==> src/rtl/therm_gray_capture_7bit_pkg.sv <==
// -----------------------------------------------------------------------------
// therm_pkg
// Shared widths, slot state type and small decode helpers for the
// thermometer-to-Gray capture stage.
//   THERM_W        : width of the incoming thermometer word
//   BIN_W          : width of the decoded binary / Gray value
//   slot_state_t   : output slot FSM states
//   popcount7      : number of ones in a thermometer word
//   bin2gray3      : binary to reflected Gray
//   is_legal_therm : true for words of the form 0..01..1
//   hamming3       : number of differing bits between two 3-bit values
// -----------------------------------------------------------------------------
package therm_pkg;

    localparam int THERM_W = 7;
    localparam int BIN_W   = 3;

    typedef enum logic {
        SLOT_EMPTY = 1'b0,
        SLOT_FULL  = 1'b1
    } slot_state_t;

    // Counts ones without regard to ordering, so bubble codes still yield a value.
    function automatic logic [BIN_W-1:0] popcount7(input logic [THERM_W-1:0] t);
        logic [BIN_W-1:0] count;
        count = '0;
        for (int i = 0; i < THERM_W; i++) begin
            count = count + BIN_W'(t[i]);
        end
        return count;
    endfunction

    function automatic logic [BIN_W-1:0] bin2gray3(input logic [BIN_W-1:0] b);
        return b ^ (b >> 1);
    endfunction

    // Adding one to a word of trailing ones carries out cleanly, leaving no
    // overlap with the original; any hole below a set bit leaves an overlap.
    function automatic logic is_legal_therm(input logic [THERM_W-1:0] t);
        return (t & (t + THERM_W'(1))) == '0;
    endfunction

    function automatic logic [1:0] hamming3(input logic [BIN_W-1:0] a,
                                            input logic [BIN_W-1:0] b);
        logic [BIN_W-1:0] diff;
        diff = a ^ b;
        return {1'b0, diff[0]} + {1'b0, diff[1]} + {1'b0, diff[2]};
    endfunction

endpackage

==> src/rtl/therm_gray_capture_7bit_if.sv <==
// -----------------------------------------------------------------------------
// therm_gray_capture_7bit_if
// Bundles the encoder-facing input qualifiers and the consumer-facing result
// slot of the capture stage.
//   therm, enable, in_valid : word from the encoder and its qualifiers
//   out_ready               : consumer accepts the slot contents
//   out_valid               : slot holds an undelivered result
//   bin, gray               : decoded value of the captured word
//   bubble_err, step_err    : error flags of the captured word
//   err_count               : saturating count of flagged captures
// Modports: master drives the inputs and observes the slot, slave is the stage.
// -----------------------------------------------------------------------------
interface therm_gray_capture_7bit_if #(
    parameter int ERR_CNT_W = 8
) ();

    logic [therm_pkg::THERM_W-1:0] therm;
    logic                          enable;
    logic                          in_valid;
    logic                          out_ready;
    logic                          out_valid;
    logic [therm_pkg::BIN_W-1:0]   bin;
    logic [therm_pkg::BIN_W-1:0]   gray;
    logic                          bubble_err;
    logic                          step_err;
    logic [ERR_CNT_W-1:0]          err_count;

    modport master (
        output therm, enable, in_valid, out_ready,
        input  out_valid, bin, gray, bubble_err, step_err, err_count
    );

    modport slave (
        input  therm, enable, in_valid, out_ready,
        output out_valid, bin, gray, bubble_err, step_err, err_count
    );

endinterface

==> src/rtl/therm_gray_capture_7bit_decode.sv <==
// -----------------------------------------------------------------------------
// therm_decode_comb
// Purely combinational decode of one thermometer word.
//   i_therm : thermometer word
//   o_bin   : popcount of the word, valid even for bubble codes
//   o_gray  : Gray form of o_bin
//   o_legal : word has the form 0..01..1
// -----------------------------------------------------------------------------
module therm_decode_comb
    import therm_pkg::*;
(
    input  logic [THERM_W-1:0] i_therm,
    output logic [BIN_W-1:0]   o_bin,
    output logic [BIN_W-1:0]   o_gray,
    output logic               o_legal
);

    logic [BIN_W-1:0] w_bin;

    // Gray is derived from the popcount so both outputs always agree.
    always_comb begin
        w_bin   = popcount7(i_therm);
        o_bin   = w_bin;
        o_gray  = bin2gray3(w_bin);
        o_legal = is_legal_therm(i_therm);
    end

endmodule

==> src/rtl/therm_gray_capture_7bit.sv <==
// -----------------------------------------------------------------------------
// therm_gray_capture_7bit
// Debounces the encoder's thermometer word, decodes it and hands each stable
// value to the next consumer through a single registered valid/ready slot.
//   clk   : rising-edge clock
//   rst_n : synchronous reset, active-low
//   bus   : slave side of therm_gray_capture_7bit_if (inputs, result slot)
// Parameters:
//   STABLE_CYCLES : identical accepted samples needed before a capture (>=1)
//   ERR_CNT_W     : width of the saturating error counter
// -----------------------------------------------------------------------------
module therm_gray_capture_7bit
    import therm_pkg::*;
#(
    parameter int STABLE_CYCLES = 2,
    parameter int ERR_CNT_W     = 8
) (
    input  logic                          clk,
    input  logic                          rst_n,
    therm_gray_capture_7bit_if.slave      bus
);

    localparam int                CNT_W    = $clog2(STABLE_CYCLES + 1);
    localparam logic [CNT_W-1:0]  STAB_MAX = CNT_W'(STABLE_CYCLES);

    logic [THERM_W-1:0]   r_lastTherm;
    logic [CNT_W-1:0]     r_stabCnt;
    logic                 r_armed;
    logic [BIN_W-1:0]     r_prevGray;
    logic                 r_havePrev;
    slot_state_t          r_state;
    logic                 r_outValid;
    logic [BIN_W-1:0]     r_bin;
    logic [BIN_W-1:0]     r_gray;
    logic                 r_bubbleErr;
    logic                 r_stepErr;
    logic [ERR_CNT_W-1:0] r_errCount;

    logic [BIN_W-1:0]     w_bin;
    logic [BIN_W-1:0]     w_gray;
    logic                 w_legal;
    logic [THERM_W-1:0]   w_lastNext;
    logic [CNT_W-1:0]     w_stabNext;
    logic                 w_armedNext;
    logic                 w_slotFree;
    logic                 w_capture;
    logic                 w_stepErr;
    logic                 w_anyErr;

    therm_decode_comb u_decode (
        .i_therm (bus.therm),
        .o_bin   (w_bin),
        .o_gray  (w_gray),
        .o_legal (w_legal)
    );

    // Next debounce state. The capture decision looks at the post-update count,
    // so a word first seen at edge k is captured at edge k+STABLE_CYCLES-1.
    // Armed marks a value that has not been captured yet; it only re-arms when
    // the word changes or the count restarts after enable dropped.
    always_comb begin
        w_lastNext  = r_lastTherm;
        w_stabNext  = r_stabCnt;
        w_armedNext = r_armed;
        if (!bus.enable) begin
            w_stabNext  = '0;
            w_armedNext = 1'b0;
        end else if (bus.in_valid) begin
            if (bus.therm == r_lastTherm && r_stabCnt != '0) begin
                if (r_stabCnt != STAB_MAX) begin
                    w_stabNext = r_stabCnt + CNT_W'(1);
                end
            end else begin
                w_lastNext  = bus.therm;
                w_stabNext  = CNT_W'(1);
                w_armedNext = 1'b1;
            end
        end
        w_slotFree = !r_outValid || bus.out_ready;
        w_capture  = w_armedNext && (w_stabNext == STAB_MAX) && w_slotFree;
        w_stepErr  = r_havePrev && (hamming3(w_gray, r_prevGray) > 2'd1);
        w_anyErr   = !w_legal || w_stepErr;
    end

    // All state lives here: debounce registers, the slot FSM with its registered
    // outputs, the previous-Gray reference and the saturating error counter.
    // A capture while the consumer is taking the old result keeps the slot full.
    always_ff @(posedge clk) begin
        if (!rst_n) begin
            r_lastTherm <= '0;
            r_stabCnt   <= '0;
            r_armed     <= 1'b0;
            r_prevGray  <= '0;
            r_havePrev  <= 1'b0;
            r_state     <= SLOT_EMPTY;
            r_outValid  <= 1'b0;
            r_bin       <= '0;
            r_gray      <= '0;
            r_bubbleErr <= 1'b0;
            r_stepErr   <= 1'b0;
            r_errCount  <= '0;
        end else begin
            r_lastTherm <= w_lastNext;
            r_stabCnt   <= w_stabNext;
            r_armed     <= w_armedNext && !w_capture;

            case (r_state)
                SLOT_EMPTY: begin
                    if (w_capture) begin
                        r_state    <= SLOT_FULL;
                        r_outValid <= 1'b1;
                    end
                end
                SLOT_FULL: begin
                    if (!w_capture && bus.out_ready) begin
                        r_state    <= SLOT_EMPTY;
                        r_outValid <= 1'b0;
                    end
                end
                default: begin
                    r_state    <= SLOT_EMPTY;
                    r_outValid <= 1'b0;
                end
            endcase

            if (w_capture) begin
                r_bin       <= w_bin;
                r_gray      <= w_gray;
                r_bubbleErr <= !w_legal;
                r_stepErr   <= w_stepErr;
                r_prevGray  <= w_gray;
                r_havePrev  <= 1'b1;
                if (w_anyErr && r_errCount != '1) begin
                    r_errCount <= r_errCount + ERR_CNT_W'(1);
                end
            end
        end
    end

    assign bus.out_valid  = r_outValid;
    assign bus.bin        = r_bin;
    assign bus.gray       = r_gray;
    assign bus.bubble_err = r_bubbleErr;
    assign bus.step_err   = r_stepErr;
    assign bus.err_count  = r_errCount;

endmodule

==> src/flat_wrapper.sv <==
// flat-port wrapper written by rule: the top's interface ports become plain ports
module therm_gray_capture_7bit_flat import therm_pkg::*;
#(
    parameter int STABLE_CYCLES = 2,
    parameter int ERR_CNT_W     = 8
)
  (clk, rst_n, bus_therm, bus_enable, bus_in_valid, bus_out_ready, bus_out_valid, bus_bin, bus_gray, bus_bubble_err, bus_step_err, bus_err_count);
  therm_gray_capture_7bit_if #(.ERR_CNT_W(ERR_CNT_W)) bus_i ();
  input  logic clk;
  input  logic rst_n;
  input wire logic [$bits(bus_i.therm)-1:0] bus_therm;
  input wire logic [$bits(bus_i.enable)-1:0] bus_enable;
  input wire logic [$bits(bus_i.in_valid)-1:0] bus_in_valid;
  input wire logic [$bits(bus_i.out_ready)-1:0] bus_out_ready;
  output wire logic [$bits(bus_i.out_valid)-1:0] bus_out_valid;
  output wire logic [$bits(bus_i.bin)-1:0] bus_bin;
  output wire logic [$bits(bus_i.gray)-1:0] bus_gray;
  output wire logic [$bits(bus_i.bubble_err)-1:0] bus_bubble_err;
  output wire logic [$bits(bus_i.step_err)-1:0] bus_step_err;
  output wire logic [$bits(bus_i.err_count)-1:0] bus_err_count;
  assign bus_i.therm = bus_therm;
  assign bus_i.enable = bus_enable;
  assign bus_i.in_valid = bus_in_valid;
  assign bus_i.out_ready = bus_out_ready;
  assign bus_out_valid = bus_i.out_valid;
  assign bus_bin = bus_i.bin;
  assign bus_gray = bus_i.gray;
  assign bus_bubble_err = bus_i.bubble_err;
  assign bus_step_err = bus_i.step_err;
  assign bus_err_count = bus_i.err_count;
  therm_gray_capture_7bit #(.STABLE_CYCLES(STABLE_CYCLES), .ERR_CNT_W(ERR_CNT_W)) u_core (.clk(clk), .rst_n(rst_n), .bus(bus_i));
endmodule
==> config.mk <==
export PLATFORM = sky130hd
export DESIGN_NAME = therm_gray_capture_7bit_flat
export DESIGN_NICKNAME = d
export VERILOG_FILES = /design/src/rtl/therm_gray_capture_7bit_pkg.sv /design/src/rtl/therm_gray_capture_7bit_if.sv /design/src/rtl/therm_gray_capture_7bit_decode.sv /design/src/rtl/therm_gray_capture_7bit.sv /design/src/flat_wrapper.sv
export SDC_FILE = /design/constraint.sdc
export NUM_CORES = 1
export LEC_CHECK = 0
export ABC_AREA = 1
export CAP_MARGIN = 20
export CELL_PAD_IN_SITES_DETAIL_PLACEMENT = 0
export CELL_PAD_IN_SITES_GLOBAL_PLACEMENT = 1
export CORE_MARGIN = 2
export CORE_UTILIZATION = 40
export CTS_CLUSTER_SIZE = 24
export DETAILED_ROUTE_END_ITERATION = 12
export PLACE_DENSITY_LB_ADDON = 0.1
export SKIP_LAST_GASP = 1
export SYNTH_ARGS = -nofsm -noshare
export SYNTH_HDL_FRONTEND = slang
export SYNTH_HIERARCHICAL = 1
export SYNTH_SLANG_ARGS = --single-unit
==> constraint.sdc <==
create_clock -name clk -period 10.9 [get_ports clk]
set_input_delay 2.18 -clock clk [delete_from_list [all_inputs] [get_ports clk]]
set_output_delay 2.18 -clock clk [all_outputs]
set_load 0.02 [all_outputs]
==> qor.csv <==
metric,value,unit
syn_nets,246,
setup_viol,0,
max-vdd-ir-drop,0.0836,mV
start_util,41.4,%
cts.sinks,29,
fin_util,51.8,%
firstDrtPassIters,4,
p_per_area,134,nW/um^2
cts_tree,done,
period_needed,6350,ps
yosysWarnings,6,
track_usage,17.5,%
synth_cells,225,
setup_slack,4550,ps
final_area,2060,sq um
cp_slowest_cell,fa_1,
io_buffers,28,
post_cts_resized,0,
htreeDepth,2,
critPathRequiredTime,11050,ps
met1_length,1640,um
post-route-period-util,58.3,%
via_per_inst,4.68,
detail-route-antenna-nets,0,
core_area,3970,sq um
status,completed,
finClkSkew,1.76,ps
grt_pass1_wl,6020,um
synthFlopType,dfxtp_1,
p_leak,0.900,nW
drt-initial-drc-count,90,
rsz0062_at_grt,no,
layout.nets,275,
slowest_delay,580,ps
min_from,u_core/r_lastTherm[5],
met3_length,148,um
die_w,68.1,um
die_area,4640,sq um
crit_family,adder cells,
tightest_slew,600,ps
grt_pass1_vias,1369,
synth_edf_count,0,
regToRegSetupSlack,8740,ps
startpoint,bus_therm[0],
fmax,0.157,GHz
critPathLaunchType,input pin,
clockRootBuffer,clkbuf_8,
wirelength,3520,um
pre_cts_ws,4280,ps
hpwl,2580,um
fin_hold_ws,458,ps
hold_buffers,0,
hold_path.class,flip-flop to flip-flop,
cpMostUsedCell,fa_1,
fin_tns_setup,0,ps
cp_max_fo,10,
post-cts-setup-buffer-count,0,
crit_chain,clkdlybuf4s50_1 > fa_1 > inv_1 > fa_1 > inv_1 > fa_1 > inv_1 > fa_1 > xnor2_1 > xor2_1 > ha_1 > a31o_2 > nand2_1 > a21oi_2 > nand2_1 > nand2_1 > a21oi_1,
regToRegEndpoint,u_core/bus.err_count[4],
crit_type,input pin to flip-flop,
ios,29,
slew_headroom,59.9,%
syn_avg_cell_area,7.30,sq um
holdPathEnd,u_core/r_lastTherm[5],
place_area,1940,sq um
gp_congestion,0.747,
drv_cap,0,
async_flop_share,0,%
path_clk_slew,60,ps
grt.overflow.total,0,
ys_seq_elements,29,
worstPathArrival,6500,ps
clk_path_buf_depth,2,
hold_violations,0,
rows,23,
synth.distinct_cells,27,
dr_wl_met2,1690,um
drc_errors,0,
cp-end-kind,flip-flop,
n_antenna_cell,0,
numCtsBuffers,5,
rr_worst_depth,12,
fillers,421,
die_y,68.1,um
syn2layout_area_growth,25.2,%
drive_gt1_share,8.24,%
synthesis.area,1640,sq um
whs_path_depth,2,
antenna_found_initial,0,
cp_num_buf_inv,4,
vias,1426,
highest_layer,met4,
post_drt_wl_per_cell,11.5,um
slew_viol_final,0,
regToRegStartpoint,u_core/r_stabCnt[0],
seq_area_frac_synth,35.3,%
grt_max_degree,25,
clk_latency,280,ps
## cell usage after synthesis (all sizes together) (3+ instances only)
cell | number | area (sq um)
xor2 | 5 | 43.8
buf | 3 | 33.8
nand2 | 49 | 196
clkbuf | 3 | 11.3
nor2 | 25 | 115
nor3 | 6 | 30.0
inv | 34 | 128
o21ai | 14 | 70.1
ha | 5 | 62.6
fa | 4 | 80.1
xnor2 | 6 | 52.6
a21oi | 22 | 118
dfxtp | 29 | 581
nand3 | 16 | 92.6
## layout by cell type (no fill, tap or decap), drive strengths merged, types with 5 or more instances in the layout
cell type	Yosys	layout
nand3	16	16
o21ai	14	14
a21oi	22	22
clkbuf	3	7
nor2	25	25
ha	5	5
xor2	5	5
dfxtp	29	29
nand2	49	49
nor3	6	6
xnor2	6	6
inv	34	34
clkdlybuf4s50	0	28
## area by class of cell
cell class | instances | area (sq um) | share of cell area (%)
Sequential cell | 29 | 581 | 28.2
Multi-Input combinational cell | 156 | 890 | 43.2
Inverter | 34 | 128 | 6.20
Clock buffer | 7 | 86.3 | 4.20
Clock inverter | 1 | 30.0 | 1.46
Timing Repair Buffer | 28 | 280 | 13.6
Tap cell | 50 | 62.6 | 3.04
## per-stage QoR
step | total power [mW] | std cells
CTS | 0.279 | 305
global route | 0.290 | 305
finish | 0.275 | 305
global placement | 0.163 | 297
detailed placement | 0.163 | 297
floorplan | 0.150 | 225
## worst max-delay path by stage
| stage | cells past startpoint | to | slack [ps] |
|---|---|---|---|
| 3_5_place_dp | 17 | u_core/bus.err_count[4] | 4280 |
| 6_report | 17 | u_core/bus.err_count[4] | 4550 |
| 2_1_floorplan | 16 | u_core/bus.err_count[2] | 5230 |
| 4_1_cts | 17 | u_core/bus.err_count[4] | 4580 |
| 3_3_place_gp | 17 | u_core/bus.err_count[2] | 4370 |
| 5_1_grt | 17 | u_core/bus.err_count[4] | 4210 |
## kinds of logic (layout without fill, tap and decap cells)
family | Yosys count | count (layout) | synth area share, %
buffers and inverters | 40 | 70 | 10.5
AOI/OAI and AO/OA | 38 | 38 | 12.4
adders and majority gates | 9 | 9 | 8.68
xor gates and xnor gates | 11 | 11 | 5.86
and+or+nand+nor | 98 | 98 | 27.2
DFF | 29 | 29 | 35.3
## worst min-delay path: stages (launching register included)
cell     delay, ps
dfxtp_1        310
inv_2           50
a21oi_1         50
## report_power, final
part           total, mW  switching (mW)  leakage (nW)  internal, mW
combinational     0.0507          0.0278         0.606        0.0228
sequential         0.110         0.00123         0.235         0.109
clock              0.114          0.0398        0.0585        0.0744
total              0.275          0.0689         0.900         0.206
## flip-flops by register name (all words and copies together) (netlist names)
| signal | flops |
|---|---|
| u_core/bus.err_count | 8 |
| u_core/r_lastTherm | 7 |
| u_core/bus.bin | 3 |
| u_core/bus.gray | 3 |
| u_core/r_stabCnt | 2 |
| u_core/bus.bubble_err | 1 |
| u_core/bus.out_valid | 1 |
| u_core/bus.step_err | 1 |
| u_core/r_armed | 1 |
| u_core/r_havePrev | 1 |
| u_core/r_state | 1 |
## per-layer routing
| layer | vias up | global-route usage, % |
|---|---|---|
| li1 | 765 | - |
| met1 | 632 | 21.3 |
| met2 | 24 | 29.6 |
| met3 | 5 | 4.11 |
| met4 | 0 | 6.75 |
| met5 | - | 0 |
(Power assumes the default switching activity.)
